### src/rtl/core_sched.sv
// Packet scheduler: descriptor FIFO, per-core IDLE/RUN/DONE FSMs retired in dispatch
// order, and a round-robin arbiter for the shared packet-memory port.
module core_sched #(
  parameter int NUM_CORES  = 2,
  parameter int ADDR_WIDTH = 8,
  parameter int DESC_DEPTH = 4
) (
  input  logic                            clk,
  input  logic                            reset,
  input  logic                            packet_rdy,
  input  logic [ADDR_WIDTH-1:0]           packet_start_addr,
  input  logic [ADDR_WIDTH-1:0]           packet_end_addr,
  output logic                            desc_full,
  output logic                            desc_ovf,
  output logic [NUM_CORES-1:0]            core_en,
  output logic [NUM_CORES*ADDR_WIDTH-1:0] core_start_addr,
  output logic [NUM_CORES*ADDR_WIDTH-1:0] core_end_addr,
  input  logic [NUM_CORES-1:0]            core_done,
  input  logic [NUM_CORES-1:0]            mem_req,
  output logic [NUM_CORES-1:0]            mem_gnt,
  output logic                            proc_done,
  output logic [ADDR_WIDTH-1:0]           done_start_addr,
  output logic [ADDR_WIDTH-1:0]           done_end_addr,
  output logic [15:0]                     pkt_count
);
  localparam int CW = $clog2(NUM_CORES);
  localparam int PW = $clog2(DESC_DEPTH);
  localparam int OW = $clog2(NUM_CORES + 1);

  typedef enum logic [1:0] {S_IDLE, S_RUN, S_DONE} state_t;

  logic [2*ADDR_WIDTH-1:0] desc_mem_q [DESC_DEPTH];
  logic [2*ADDR_WIDTH-1:0] desc_head;
  logic [PW-1:0]           dwr_q, drd_q;
  logic [PW:0]             dcnt_q, dcnt_d;
  logic                    full_q, ovf_q, push;

  state_t                               state_q [NUM_CORES];
  state_t                               state_d [NUM_CORES];
  logic [NUM_CORES-1:0][ADDR_WIDTH-1:0] csa_q, cea_q;

  logic [CW-1:0] rr_disp_q, dcand, disp_idx;
  logic          disp_vld;

  logic [CW-1:0] ord_mem_q [NUM_CORES];
  logic [CW-1:0] owr_q, ordrd_q, head;
  logic [OW-1:0] ocnt_q;
  logic          retire;

  logic [NUM_CORES-1:0] gnt_q, gnt_d;
  logic [CW-1:0]        rr_mem_q, rr_mem_d, mcand;
  logic                 mfound;

  logic                  pdone_q;
  logic [ADDR_WIDTH-1:0] dsa_q, dea_q;
  logic [15:0]           pcnt_q;

  function automatic logic [CW-1:0] inc_core(input logic [CW-1:0] v);
    return (v == CW'(NUM_CORES - 1)) ? '0 : v + 1'b1;
  endfunction

  assign push      = packet_rdy & ~full_q;
  assign desc_head = desc_mem_q[drd_q];
  assign head      = ord_mem_q[ordrd_q];
  assign retire    = (ocnt_q != '0) && (state_q[head] == S_DONE);

  always_comb begin
    dcnt_d = dcnt_q;
    case ({push, disp_vld})
      2'b10:   dcnt_d = dcnt_q + 1'b1;
      2'b01:   dcnt_d = dcnt_q - 1'b1;
      default: dcnt_d = dcnt_q;
    endcase
  end

  // Dispatch target: first IDLE core at or after rr_disp, wrapping
  always_comb begin
    disp_vld = 1'b0;
    disp_idx = rr_disp_q;
    dcand    = rr_disp_q;
    for (int k = 0; k < NUM_CORES; k++) begin
      if (!disp_vld && state_q[dcand] == S_IDLE) begin
        disp_vld = 1'b1;
        disp_idx = dcand;
      end
      dcand = inc_core(dcand);
    end
    if (dcnt_q == '0) disp_vld = 1'b0;
  end

  always_ff @(posedge clk) begin
    if (reset) begin
      for (int i = 0; i < NUM_CORES; i++) state_q[i] <= S_IDLE;
    end else begin
      for (int i = 0; i < NUM_CORES; i++) state_q[i] <= state_d[i];
    end
  end

  always_comb begin
    for (int i = 0; i < NUM_CORES; i++) begin
      state_d[i] = state_q[i];
      case (state_q[i])
        S_IDLE:  if (disp_vld && disp_idx == CW'(i)) state_d[i] = S_RUN;
        S_RUN:   if (core_done[i]) state_d[i] = S_DONE;
        S_DONE:  if (retire && head == CW'(i)) state_d[i] = S_IDLE;
        default: state_d[i] = S_IDLE;
      endcase
    end
  end

  always_comb begin
    for (int i = 0; i < NUM_CORES; i++) core_en[i] = (state_q[i] == S_RUN);
  end

  // A held grant only clears; a new grant waits for a cycle with no grant
  always_comb begin
    gnt_d    = gnt_q;
    rr_mem_d = rr_mem_q;
    mfound   = 1'b0;
    mcand    = rr_mem_q;
    if (gnt_q != '0) begin
      if ((gnt_q & mem_req) == '0) gnt_d = '0;
    end else begin
      for (int k = 0; k < NUM_CORES; k++) begin
        if (!mfound && mem_req[mcand]) begin
          mfound        = 1'b1;
          gnt_d         = '0;
          gnt_d[mcand]  = 1'b1;
          rr_mem_d      = inc_core(mcand);
        end
        mcand = inc_core(mcand);
      end
    end
  end

  always_ff @(posedge clk) begin
    if (reset) begin
      dwr_q     <= '0;
      drd_q     <= '0;
      dcnt_q    <= '0;
      full_q    <= 1'b0;
      ovf_q     <= 1'b0;
      csa_q     <= '0;
      cea_q     <= '0;
      rr_disp_q <= '0;
      owr_q     <= '0;
      ordrd_q   <= '0;
      ocnt_q    <= '0;
      gnt_q     <= '0;
      rr_mem_q  <= '0;
      pdone_q   <= 1'b0;
      dsa_q     <= '0;
      dea_q     <= '0;
      pcnt_q    <= '0;
    end else begin
      if (push) begin
        desc_mem_q[dwr_q] <= {packet_start_addr, packet_end_addr};
        dwr_q             <= dwr_q + 1'b1;
      end
      if (packet_rdy && full_q) ovf_q <= 1'b1;
      dcnt_q <= dcnt_d;
      full_q <= (dcnt_d == (PW+1)'(DESC_DEPTH));
      if (disp_vld) begin
        drd_q             <= drd_q + 1'b1;
        csa_q[disp_idx]   <= desc_head[2*ADDR_WIDTH-1:ADDR_WIDTH];
        cea_q[disp_idx]   <= desc_head[ADDR_WIDTH-1:0];
        rr_disp_q         <= inc_core(disp_idx);
        ord_mem_q[owr_q]  <= disp_idx;
        owr_q             <= inc_core(owr_q);
      end
      case ({disp_vld, retire})
        2'b10:   ocnt_q <= ocnt_q + 1'b1;
        2'b01:   ocnt_q <= ocnt_q - 1'b1;
        default: ocnt_q <= ocnt_q;
      endcase
      pdone_q <= retire;
      if (retire) begin
        dsa_q   <= csa_q[head];
        dea_q   <= cea_q[head];
        ordrd_q <= inc_core(ordrd_q);
        pcnt_q  <= pcnt_q + 1'b1;
      end
      gnt_q    <= gnt_d;
      rr_mem_q <= rr_mem_d;
    end
  end

  assign desc_full       = full_q;
  assign desc_ovf        = ovf_q;
  assign core_start_addr = csa_q;
  assign core_end_addr   = cea_q;
  assign mem_gnt         = gnt_q;
  assign proc_done       = pdone_q;
  assign done_start_addr = dsa_q;
  assign done_end_addr   = dea_q;
  assign pkt_count       = pcnt_q;

endmodule

### config.mk
export PLATFORM = sky130hd
export DESIGN_NAME = core_sched
export DESIGN_NICKNAME = d
export VERILOG_FILES = /design/src/rtl/core_sched.sv
export SDC_FILE = /design/constraint.sdc
export NUM_CORES = 1
export LEC_CHECK = 0
export ABC_CLOCK_PERIOD_IN_PS = 3900
export CAP_MARGIN = 20
export CORE_MARGIN = 3
export CORE_UTILIZATION = 30
export CTS_BUF_LIST = sky130_fd_sc_hd__clkbuf_8
export DETAILED_ROUTE_END_ITERATION = 6
export GPL_ROUTABILITY_DRIVEN = 0
export PLACE_DENSITY = 0.57
export RECOVER_POWER = 100
export SLEW_MARGIN = 20
export SYNTH_ARGS = -nofsm -noshare
export SYNTH_HDL_FRONTEND = slang
export SYNTH_SLANG_ARGS = --single-unit
### constraint.sdc
create_clock -name clk -period 3.9 [get_ports clk]
set_clock_uncertainty 0.1 [all_clocks]
set_input_delay 0.39 -clock clk [delete_from_list [all_inputs] [get_ports clk]]
set_output_delay 0.39 -clock clk [all_outputs]
set_load 0.02 [all_outputs]
==> results.py <==
metrics = {
    "worst_setup_path": {
        "crit_required_ns": 4.18,
        "crit_chain": "mux2i_1 > mux2_4 > nor2_1 > ha_1 > or3_1 > a21oi_1",
        "crit_arrival_ns": 3.23,
        "path_buf_inv": 0,
        "reg2reg_to": "ocnt_q[1]",
        "cp_top_family": "multiplexers",
        "crit_path_max_incr_delay_ns": 0.99,
        "path_class": "register to register",
        "rr_startpoint": "ord_mem_q[1]",
        "cp_max_fo": 23,
        "start_kind": "register",
        "rrSetupSlack_ns": 0.95,
        "cp_slowest_cell": "mux2i_1",
        "reg2reg_depth": 6,
        "end_kind": "register",
    },
    "logic_synthesis": {
        "synth.net_count": 571,
        "synthFlopType": "dfxtp_1",
        "yosysWarnings": 0,
        "netlist_instances": 540,
        "yosysUniqueCellTypes": 48,
        "ys_seq_area_share_pct": 58.5,
        "synth_area_um2": 6460,
        "synth.avg_cell_area_um2": 12.0,
        "synth_edf_count": 66,
        "synthArstFlopShare_pct": 0,
        "synth-seq-cells": 156,
    },
    "routing": {
        "wl_per_cell_um": 16.7,
        "drcViolationCount": 0,
        "routed_via_density": 4.99,
        "drtIter0Drc": 246,
        "drtPass1Iterations": 4,
        "routed_wl_um": 15100,
        "ant_nets": 0,
        "vias": 4534,
    },
    "layout": {
        "fin_cells": 908,
        "fin_nets": 651,
        "antenna_cells": 0,
        "drive_gt1_share_pct": 10.4,
        "synthToLayoutAreaGrowth_pct": 24.1,
        "final_cell_mix": "89 x dfxtp_1, 87 x dlygate4sd3_1, 66 x edfxtp_1",
        "layout_commonest_cell": "dfxtp_1",
    },
    "worst_hold_path": {
        "min_to": "desc_ovf",
        "worst_hold_path.num_cells": 2,
        "min_path_type": "register to register",
        "hold_start": "desc_ovf",
    },
    "cts": {
        "clockBufferDepth": 2,
        "insertion_delay_ns": 0.46,
        "clock-sinks": 156,
        "cts.repair.resized": 0,
        "cts_root_buf": "clkbuf_8",
        "cts_tree": "done",
        "htree_levels": 4,
        "post_cts_buffers": 0,
        "clk_pin_slew_worst_paths_ns": 0.10,
        "cts_made_buffers": 17,
        "hold_buffers": 0,
    },
    "floorplan": {
        "die_w_um": 153,
        "start_util_pct": 30.7,
        "core_area_um2": 21100,
        "die-area_um2": 23300,
        "die_h_um": 153,
        "row_count": 53,
        "ioPinCount": 94,
    },
    "placed_design": {
        "hpwl_um": 10400,
        "dpl.cell_count": 876,
        "numPortBuffers": 93,
    },
    "status": {
        "violations": "capacitance limit, slew limit",
        "status": "finished, violations left",
    },
    "sta": {
        "slew_headroom_pct": -15.6,
        "fmax_mhz": 339,
        "rsz0062_at_grt": "false",
        "final-hold-violation-count": 0,
        "setup_viol": 0,
        "min_period_ns": 2.95,
        "finalMaxSlewViolations": 38,
        "tns_ns": 0,
        "worst_pin_slew_ns": 1.73,
        "period_share_pct": 75.7,
    },
    "global_routing": {
        "antenna_found_initial": 0,
        "grt_pass1_vias": 4403,
        "gr-total-overflow": 0,
        "grt_usage_pct": 13.0,
        "grt_max_degree": 51,
        "grt_pass1_wl_um": 24100,
    },
    "pwr": {
        "vdd_drop_max_mv": 0.318,
        "p_leak_nw": 3.10,
        "p_per_area_nw_per_um2": 681,
    },
    "run": {
        "maxCapViolCount": 1,
    },
}
==> registers in the layout, indices dropped and copies added, names as in the netlist, 3 cells and up, named ones only <==
signal,flops
desc_mem_q,64
core_end_addr,16
core_start_addr,16
pkt_count,16
done_end_addr,8
done_start_addr,8
state_q,4
dcnt_q,3
==> worst max path at each step <==
stage                           end           from  slack [ns]  cells after the start
final                     ocnt_q[1]   ord_mem_q[1]        0.95                      6
after global routing      ocnt_q[1]   ord_mem_q[1]        0.69                      6
after CTS                 desc_full  state_q[1][1]        1.11                     11
after detailed placement  desc_full  state_q[1][1]        1.13                     11
after global placement    desc_full  state_q[1][1]        1.22                     11
after floorplan           desc_full  state_q[1][1]        1.38                     12
==> cells by family (layout without fill, tap and decap cells) <==
family | count (synthesis) | after routing | synth area share [%]
AOI/OAI and AO/OA | 90 | 90 | 8.42
buffers and inverters | 49 | 142 | 3.54
adders and majority gates | 8 | 8 | 1.66
DFF | 156 | 156 | 58.5
xor gates and xnor gates | 7 | 7 | 0.948
muxes | 75 | 75 | 14.9
and+or+nand+nor | 155 | 155 | 12.0
==> power by group <==
group	internal, mW	switching [mW]	leakage, nW
clock	0.607	0.698	0.220
sequential	2.00	0.298	1.33
combinational	0.823	1.04	1.55
==> metal layers <==
layer	global-route usage (%)	wire, µm	share of wire [%]
met1	16.5	6780	45
met2	21.2	7270	48
met3	3.41	794	5.2
met4	5.05	284	1.9
met5	0	0	0
==> worst register-to-register path: stages (launching register included) <==
cell      delay [ns]
edfxtp_1        0.38
mux2i_1         0.99
mux2_4          0.47
nor2_1          0.17
ha_1            0.28
or3_1           0.35
a21oi_1         0.13
==> area by class of cell <==
class                           count  area, µm²
Fill cell                        2031      13100
Sequential cell                   156       3780
Multi-Input combinational cell    335       2450
Timing Repair Buffer               99        966
Tap cell                          275        344
Clock buffer                       17        234
Clock inverter                     15        196
Inverter                           11       41.3
==> cells in the mapped netlist, types with 5 or more instances <==
master	number	area [µm²]
nor2_1	23	86.3
nand2_1	55	206
o31ai_1	7	52.6
and2_1	5	31.3
o21ai_0	12	60.1
mux2_2	6	67.6
dfxtp_1	90	1800
ha_1	7	87.6
inv_1	10	37.5
a211oi_1	16	120
buf_1	5	18.8
buf_2	9	45.0
buf_4	5	37.5
nor3_1	13	65.1
mux4_2	16	360
edfxtp_1	66	1980
nor4_1	5	31.3
and3_1	6	37.5
or4_1	7	52.6
mux2i_1	52	521
a21oi_1	44	220
nand2b_1	5	31.3
nand3_1	6	30.0
nor2b_1	10	62.6
clkbuf_1	17	63.8
or3_1	6	37.5
==> stage by stage <==
step | cell area [µm²] | utilization [%] | power [mW] | hold WS (ns) | worst slack (ns)
5_1_grt | 8020 | 38.0 | 5.78 | 0.402 | 0.688
3_3_place_gp | 7610 | 36.1 | 4.23 | 0.363 | 1.22
4_1_cts | 8040 | 38.1 | 5.61 | 0.349 | 1.11
2_1_floorplan | 6460 | - | 3.60 | 0.359 | 1.38
3_5_place_dp | 7610 | 36.1 | 4.30 | 0.359 | 1.13
6_report | 8020 | 38.0 | 5.46 | 0.372 | 0.947
(Power assumes the default switching activity.)
